## src/rtl/mfp_ahb_master_bridge_pkg.sv

```systemverilog
// -----------------------------------------------------------------------------
// mfp_ahb_master_bridge_pkg
//   Shared AHB-lite encodings, FSM state type and request legality check used by
//   the mfp_ahb_master_bridge initiator.
//   No ports (package).
// -----------------------------------------------------------------------------
package mfp_ahb_master_bridge_pkg;

   localparam logic [1:0] HTRANS_IDLE   = 2'b00;
   localparam logic [1:0] HTRANS_NONSEQ = 2'b10;
   localparam logic [2:0] HBURST_SINGLE = 3'b000;
   localparam logic [2:0] HSIZE_BYTE    = 3'd0;
   localparam logic [2:0] HSIZE_HALF    = 3'd1;
   localparam logic [2:0] HSIZE_WORD    = 3'd2;

   typedef enum logic [1:0] {
      ST_IDLE,
      ST_ADDR,
      ST_DATA,
      ST_ERR2
   } state_t;

   // A request may go on the bus only if its size is byte/half/word and the
   // address is naturally aligned to that size.
   function automatic logic req_legal(input logic [2:0] size, input logic [1:0] addr_lsb);
      logic ok;
      ok = 1'b0;
      case (size)
         HSIZE_BYTE: ok = 1'b1;
         HSIZE_HALF: ok = ~addr_lsb[0];
         HSIZE_WORD: ok = (addr_lsb == 2'b00);
         default:    ok = 1'b0;
      endcase
      return ok;
   endfunction

endpackage

```

## src/rtl/mfp_ahb_master_bridge.sv

```systemverilog
// -----------------------------------------------------------------------------
// mfp_ahb_master_bridge
//   Single-outstanding AHB-lite initiator. Turns a valid/ready request into one
//   non-burst AHB-lite transfer and returns exactly one response strobe per
//   accepted request. Handles wait states, the two-cycle ERROR response,
//   misaligned/illegal requests (rejected without a bus transfer) and a
//   data-phase hang timeout.
//
// Ports
//   HCLK, HRESETn        clock, asynchronous active-low reset
//   req_valid/req_ready  request handshake (ready only while idle)
//   req_addr/req_write/req_size/req_wdata  request payload
//   rsp_valid            one-cycle response strobe
//   rsp_rdata/rsp_err/rsp_timeout  response fields, held until next response
//   HADDR..HWRITE        registered AHB-lite master outputs
//   HRDATA/HREADY/HRESP  AHB-lite slave-side inputs
// -----------------------------------------------------------------------------
module mfp_ahb_master_bridge #(
   parameter int         TIMEOUT_CYCLES = 256,
   parameter logic [3:0] HPROT_VAL      = 4'b0011
) (
   input  logic        HCLK,
   input  logic        HRESETn,
   input  logic        req_valid,
   output logic        req_ready,
   input  logic [31:0] req_addr,
   input  logic        req_write,
   input  logic [2:0]  req_size,
   input  logic [31:0] req_wdata,
   output logic        rsp_valid,
   output logic [31:0] rsp_rdata,
   output logic        rsp_err,
   output logic        rsp_timeout,
   output logic [31:0] HADDR,
   output logic [2:0]  HBURST,
   output logic        HMASTLOCK,
   output logic [3:0]  HPROT,
   output logic [2:0]  HSIZE,
   output logic [1:0]  HTRANS,
   output logic [31:0] HWDATA,
   output logic        HWRITE,
   input  logic [31:0] HRDATA,
   input  logic        HREADY,
   input  logic        HRESP
);
   import mfp_ahb_master_bridge_pkg::*;

   localparam int             CNT_W    = $clog2(TIMEOUT_CYCLES);
   localparam logic [CNT_W-1:0] CNT_LAST = CNT_W'(TIMEOUT_CYCLES - 1);

   state_t             state, state_d;
   logic [CNT_W-1:0]   cnt, cnt_d;
   logic [31:0]        wdata_q;

   logic [1:0]         htrans_d;
   logic [31:0]        haddr_d;
   logic [2:0]         hsize_d;
   logic               hwrite_d;
   logic [31:0]        hwdata_d;
   logic               rsp_valid_d;
   logic [31:0]        rsp_rdata_d;
   logic               rsp_err_d;
   logic               rsp_timeout_d;

   assign HBURST    = HBURST_SINGLE;
   assign HMASTLOCK = 1'b0;
   assign HPROT     = HPROT_VAL;
   assign req_ready = (state == ST_IDLE);

   // Write data is only consumed after acceptance, so it needs no reset.
   always_ff @(posedge HCLK) begin
      if (state == ST_IDLE && req_valid) begin
         wdata_q <= req_wdata;
      end
   end

   always_ff @(posedge HCLK or negedge HRESETn) begin
      if (!HRESETn) begin
         state       <= ST_IDLE;
         cnt         <= '0;
         HTRANS      <= HTRANS_IDLE;
         HADDR       <= '0;
         HSIZE       <= '0;
         HWRITE      <= 1'b0;
         HWDATA      <= '0;
         rsp_valid   <= 1'b0;
         rsp_rdata   <= '0;
         rsp_err     <= 1'b0;
         rsp_timeout <= 1'b0;
      end else begin
         state       <= state_d;
         cnt         <= cnt_d;
         HTRANS      <= htrans_d;
         HADDR       <= haddr_d;
         HSIZE       <= hsize_d;
         HWRITE      <= hwrite_d;
         HWDATA      <= hwdata_d;
         rsp_valid   <= rsp_valid_d;
         rsp_rdata   <= rsp_rdata_d;
         rsp_err     <= rsp_err_d;
         rsp_timeout <= rsp_timeout_d;
      end
   end

   always_comb begin
      state_d       = state;
      cnt_d         = cnt;
      htrans_d      = HTRANS;
      haddr_d       = HADDR;
      hsize_d       = HSIZE;
      hwrite_d      = HWRITE;
      hwdata_d      = HWDATA;
      rsp_valid_d   = 1'b0;
      rsp_rdata_d   = rsp_rdata;
      rsp_err_d     = rsp_err;
      rsp_timeout_d = rsp_timeout;

      case (state)
         ST_IDLE: begin
            if (req_valid) begin
               if (req_legal(req_size, req_addr[1:0])) begin
                  state_d  = ST_ADDR;
                  cnt_d    = '0;
                  htrans_d = HTRANS_NONSEQ;
                  haddr_d  = req_addr;
                  hsize_d  = req_size;
                  hwrite_d = req_write;
               end else begin
                  // Rejected locally: answer next cycle, bus untouched.
                  rsp_valid_d   = 1'b1;
                  rsp_rdata_d   = '0;
                  rsp_err_d     = 1'b1;
                  rsp_timeout_d = 1'b0;
               end
            end
         end

         ST_ADDR: begin
            if (HREADY) begin
               state_d  = ST_DATA;
               htrans_d = HTRANS_IDLE;
               hwdata_d = HWRITE ? wdata_q : 32'h0;
            end
         end

         ST_DATA, ST_ERR2: begin
            if (!HREADY) begin
               // Timeout wins over an ERROR first cycle landing on the last count.
               if (cnt == CNT_LAST) begin
                  state_d       = ST_IDLE;
                  rsp_valid_d   = 1'b1;
                  rsp_rdata_d   = '0;
                  rsp_err_d     = 1'b1;
                  rsp_timeout_d = 1'b1;
               end else begin
                  cnt_d = cnt + 1'b1;
                  if (state == ST_DATA && HRESP) begin
                     state_d = ST_ERR2;
                  end
               end
            end else begin
               state_d       = ST_IDLE;
               rsp_valid_d   = 1'b1;
               rsp_timeout_d = 1'b0;
               // HREADY with HRESP in DATA is a one-cycle ERROR (protocol
               // violation); still reported as an error completion.
               if (state == ST_ERR2 || HRESP) begin
                  rsp_err_d   = 1'b1;
                  rsp_rdata_d = '0;
               end else begin
                  rsp_err_d   = 1'b0;
                  rsp_rdata_d = HWRITE ? 32'h0 : HRDATA;
               end
            end
         end

         default: state_d = ST_IDLE;
      endcase
   end

endmodule

```

## config.mk

```make
export PLATFORM = sky130hd
export DESIGN_NAME = mfp_ahb_master_bridge
export DESIGN_NICKNAME = d
export VERILOG_FILES = /design/src/rtl/mfp_ahb_master_bridge_pkg.sv /design/src/rtl/mfp_ahb_master_bridge.sv
export SDC_FILE = /design/constraint.sdc
export NUM_CORES = 1
export LEC_CHECK = 0
export ABC_AREA = 0
export CELL_PAD_IN_SITES_DETAIL_PLACEMENT = 1
export CELL_PAD_IN_SITES_GLOBAL_PLACEMENT = 2
export CORE_MARGIN = 10
export CORE_UTILIZATION = 30
export CTS_CLUSTER_SIZE = 28
export DETAILED_ROUTE_END_ITERATION = 10
export GPL_TIMING_DRIVEN = 1
export MAX_ROUTING_LAYER = met4
export PLACE_DENSITY_LB_ADDON = 0.1
export REMOVE_ABC_BUFFERS = 1
export SYNTH_ARGS = -nofsm -noshare
export SYNTH_HDL_FRONTEND = slang
export SYNTH_SLANG_ARGS = --single-unit
```

## constraint.sdc

```tcl
create_clock -name HCLK -period 2.6 [get_ports HCLK]
set_clock_uncertainty 0.05 [all_clocks]
set_input_delay 0.52 -clock HCLK [delete_from_list [all_inputs] [get_ports HCLK]]
set_output_delay 0.52 -clock HCLK [all_outputs]
set_load 0.005 [all_outputs]
```

; After elaboration in Yosys (flattened, before gate mapping)
; Index checks and enable logic that the tools add are counted.
[word_totals]
regBits = 147
input_bits = 105
output_inout_bits = 114
word_cells = 85
[op_classes]
n_addsub = 1
eq_ne = 14
mux = 42
bitwise_logic = 1
reduce_logical = 15
[op_table]
columns = operator, count
row1 = $mux W32, 7
row2 = $pmux W32 S2, 1
row3 = $mux W8, 4
row4 = $mux W2, 9
row5 = $pmux W8 S2, 1
row6 = $mux W1, 14
row7 = $reduce_and A4 Y1, 3
row8 = $ne A2 B2 Y1 const B, 5
row9 = $add A8 B1 Y8 const B, 1
row10 = $eq A8 B8 Y1 const B, 1
row11 = $pmux W1 S2, 3
row12 = $pmux W2 S3, 1
row13 = $reduce_and A5 Y1, 1
row14 = $eq A2 B2 Y1 const B, 2
row15 = $logic_not A2 Y1, 2
row16 = $ne A4 B4 Y1 const B, 1
row17 = $pmux W2 S2, 1
row18 = $reduce_bool A2 Y1, 2
row19 = $eq A3 B1 Y1 const B, 1
row20 = $eq A3 B2 Y1 const B, 1
row21 = $logic_not A3 Y1, 1
row22 = $ne A3 B3 Y1 const B, 1
row23 = $pmux W1 S3, 1
row24 = $reduce_and A3 Y1, 1
row25 = 7 further kinds, 8

; Logic depth before layout (Yosys ltp)
[logic_depth]
depth_word = 7
ltp_mapped = 9
depth_no_buf = 6

; Worst setup path after synthesis
; OpenSTA, ideal clock, no wires.
[synth_timing]
kind = register -> register
start = register state[1]
end = register HADDR[10]
setup_time_ns = 0.125
arrival_ns = 1.638
required_ns = 2.425
slack_ns = 0.787
path_stages_with_launch = 9
n_path_buf = 3
synth_period_minus_slack_ns = 1.813
path_cell_list = dfrtp_1 > buf_6 > nor2_4 > nand2_2 > clkinv_4 > o211ai_4 > buf_6 > buf_6 > mux2_4
[synth_via]
elab_chain_len = 2
[synth_lines]
columns = item, line_no
row1 = "start, declared", mfp_ahb_master_bridge.sv:51  ; state_t state, state_d;
row2 = "start signal, assigned", mfp_ahb_master_bridge.sv:91  ; state <= state_d;
row3 = $logic_not A2 Y1, -
row4 = via req_ready, mfp_ahb_master_bridge.sv:25  ; output logic req_ready,
row5 = $reduce_and A3 Y1 (no source line), -
row6 = "end signal, assigned", mfp_ahb_master_bridge.sv:94  ; HADDR <= haddr_d;
row7 = "end, declared", mfp_ahb_master_bridge.sv:34  ; output logic [31:0] HADDR,
; The timed path passes the listed nets, and every way through them passes these cells.
; A chain may end at the register's enable or synchronous reset.

; Worst setup path after layout
[layout_timing]
start = register state[1]
end = output req_ready
[layout_via]
elab_chain_len = 1
[layout_lines]
columns = item, line_no
row1 = $logic_not A2 Y1, mfp_ahb_master_bridge.sv:68  ; assign req_ready = (state == ST_IDLE);
row2 = "end, declared", mfp_ahb_master_bridge.sv:25
; No other way between the ends.

==> impl_metrics.csv <==
group,metric,value,unit
drt,met3_length,1210,um
clock_network,clock_sinks,146,
critical_path,timing.rr.start,"state[1]",
critical_path,crit_family,"flip-flops",
hold_path,hold_depth,2,
final_layout,fin_area,8560,um^2
global_routing,grt_antenna_before_repair,0,
placement,place.gp.congestion,0.737,
global_routing,grt_first_pass_wirelength,26000,um
drt,first_pass_iters,4,
synth,synthTopCellsByCount,"dfrtp_1 (114), nand2_1 (73), o21ai_0 (35)",
synth,ys_async_sr_fraction,0.781,
drt,ant_nets,0,
timing,fin_setup_tns,0,ns
critical_path,critPathMaxStageDelay,0.55,ns
clock_network,htree_levels,4,
timing,setup_violations,0,
hold_path,hold_path.startpoint,"HWDATA[5]",
drt,drc_errors,0,
clock_network,clk_path_buf_depth,2,
final_layout,antenna_cells,0,
critical_path,crit_required,2.03,ns
synth,synth_flop_cell,"dfrtp_1",
power,p_leak,3.60,nW
final_layout,area_growth,52.0,%
hold_path,hp-class,"reg2reg",
clock_network,cts_tree,"yes",
critical_path,critPathLaunchType,"flop",
floorplan,die-area,24600,um^2
drt,drt_iter0_markers,154,
floorplan,die_x,157,um
power,p_per_area,1050,nW/um^2
global_routing,grt_overflow,0,
global_routing,grt_pass1_vias,4536,
placement,place_worst_setup_slack,0.164,ns
synth,synth_area_leaders,"dfrtp_1 (51%), edfxtp_1 (17%), mux2_2 (5.4%)",
placement,port_buffers,209,
synth,yosysSeqAreaShare,0.677,
drt,wl_met1,7070,um
synth,yosys_warnings,0,
critical_path,r2r_cells,6,
synth,ys_ff_latch,146,
clock_network,ctsRootBufferMaster,"clkbuf_16",
final_layout,fin_nets,730,
timing,fin_crit,2.31,ns
global_routing,grt.total_usage,0.141,
drt,highest_layer,"met4",
floorplan,placementRows,50,
synth,synthDistinctLibCells,47,
synth,synth_edf_count,32,
critical_path,slowest_stage,"dfrtp_1",
synth,syn_avg_cell_area,13.7,um^2
drt,wl_met2,8380,um
power,max-vdd-ir-drop,0.488,mV
synth,syn_inst,411,
timing,finalHoldViolCount,0,
clock_network,worstSkewPairLatency,0.42,ns
floorplan,io-pin-count,219,
timing,slew_violations,0,
synth,synth_top_area_share,0.507,
timing,fin_crit_sh,0.888,
synth,yosysMostFrequentCell,"dfrtp_1",
critical_path,crit_chain,"nor2_4 -> clkdlybuf4s50_1",
timing,rsz0062_at_grt,"no",
synth,syn_area,5630,um^2
floorplan,start_util,0.303,
drt,routed_wirelength,16900,um
clock_network,cts-resized-gates,0,
critical_path,reg2reg_to,"HADDR[18]",
timing,setup_slack,0.291,ns
floorplan,core-area,18600,um^2
critical_path,worstPathMaxFanout,9,
floorplan,die_h,157,um
clock_network,numCtsBuffers,17,
placement,hpwl,12200,um
synth,yosysTopAreaCell,"dfrtp_1",
critical_path,reg2reg_slack,0.53,ns
status,status,"finished, final reports clean",
clock_network,clk_pin_slew_worst_paths,0.06,ns
drt,dr_total_vias,4060,
final_layout,final_layout_size_suffix_gt1_frac,0.155,
drt,wire_per_inst,19.4,um
timing,max_freq,433,MHz
critical_path,criticalPathCategory,"reg2out",
critical_path,cp.arrival,1.74,ns
drt,viasPerCell,4.66,
placement,place_area,7940,um^2
hold_path,worstHoldEndpoint,"HWDATA[5]",
critical_path,path_buf_inv,1,
critical_path,end_kind,"output pin",
global_routing,grt_max_degree,66,
job,cap_viol_max_count,0,
==> where the power goes <==
group	total, mW	switching, mW	internal (mW)	leakage (nW)
combinational	2.94	1.18	1.76	1.52
sequential	3.60	0.439	3.16	1.78
clock	2.48	0.988	1.49	0.288
total	9.02	2.60	6.42	3.60
==> state kept, by name, indices dropped and copies added, names as in the netlist <==
register	cells
HADDR	32
rsp_err	1
HWDATA	32
wdata_q	32
HWRITE	1
HTRANS	1
state	2
rsp_rdata	32
rsp_timeout	1
rsp_valid	1
cnt	8
HSIZE	3
==> cells in the final DEF, fill, tap and decap left out, types with 8 or more instances in the layout <==
cell type / n
mux2_2: 27
edfxtp_1: 32
nand2_1: 73
clkbuf_16: 20
buf_4: 8
nand3_1: 8
clkdlybuf4s50_1: 208
o21ai_0: 35
a22o_1: 24
conb_1: 9
dfrtp_1: 114
a22o_2: 8
mux2_4: 8
==> through the flow <==
step                      hold slack [ns]   util  instances  power (mW)
after floorplan                     0.174      -        385        4.61
after global placement              0.397  0.428        838        6.56
after detailed placement            0.406  0.428        838        6.67
after CTS                           0.434  0.461        871        9.21
after global routing                0.459  0.461        871        9.63
final                               0.427  0.461        871        9.02
==> worst max-delay path by stage <==
stage,from,to,slack [ns],cells after the start
after floorplan,state[1],cnt[7],0.42,6
after global placement,HREADY,rsp_rdata[19],0.19,5
after global routing,state[1],req_ready,0.22,2
after CTS,state[1],req_ready,0.25,2
after detailed placement,HREADY,rsp_rdata[17],0.16,5
final,state[1],req_ready,0.29,2
==> routing by layer <==
metal / global-route usage / vias up
met5: - / -
met4: 0.0449 / 0
met3: 0.0519 / 15
met2: 0.222 / 122
met1: 0.166 / 2062
li1: - / 1861
==> what timing repair did <==
item / in CTS / in global routing
hold endpoints to repair: 20 / 0
hold buffers: 1 / 0
buffers inserted: 0 / 0
==> cell families after synthesis <==
| logic type | count (synthesis) | share of synthesized area |
|---|---|---|
| muxes | 37 | 0.0791 |
| buffers and inverters | 39 | 0.0431 |
| and+or+nand+nor | 101 | 0.0833 |
| AOI/OAI and AO/OA | 85 | 0.114 |
| other | 2 | 0.00133 |
| DFF | 146 | 0.677 |
| adders and majority gates | 1 | 0.00222 |
==> area by class of cell <==
type | instances | area [um^2]
fillers | 1915 | 10000
flip-flops and latches | 146 | 3810
repair buffers | 220 | 2210
multi-input cells | 233 | 1610
clock buffers | 22 | 508
well taps | 234 | 293
clock inverters | 10 | 95.1
inverters | 6 | 30.0
==> tightest hold or removal path, cell delays in order (launching register included) <==
cell and delay, ns:
dfrtp_1 0.34, nand2_1 0.05, o21ai_0 0.06
Power figures use the tool's default switching activity.
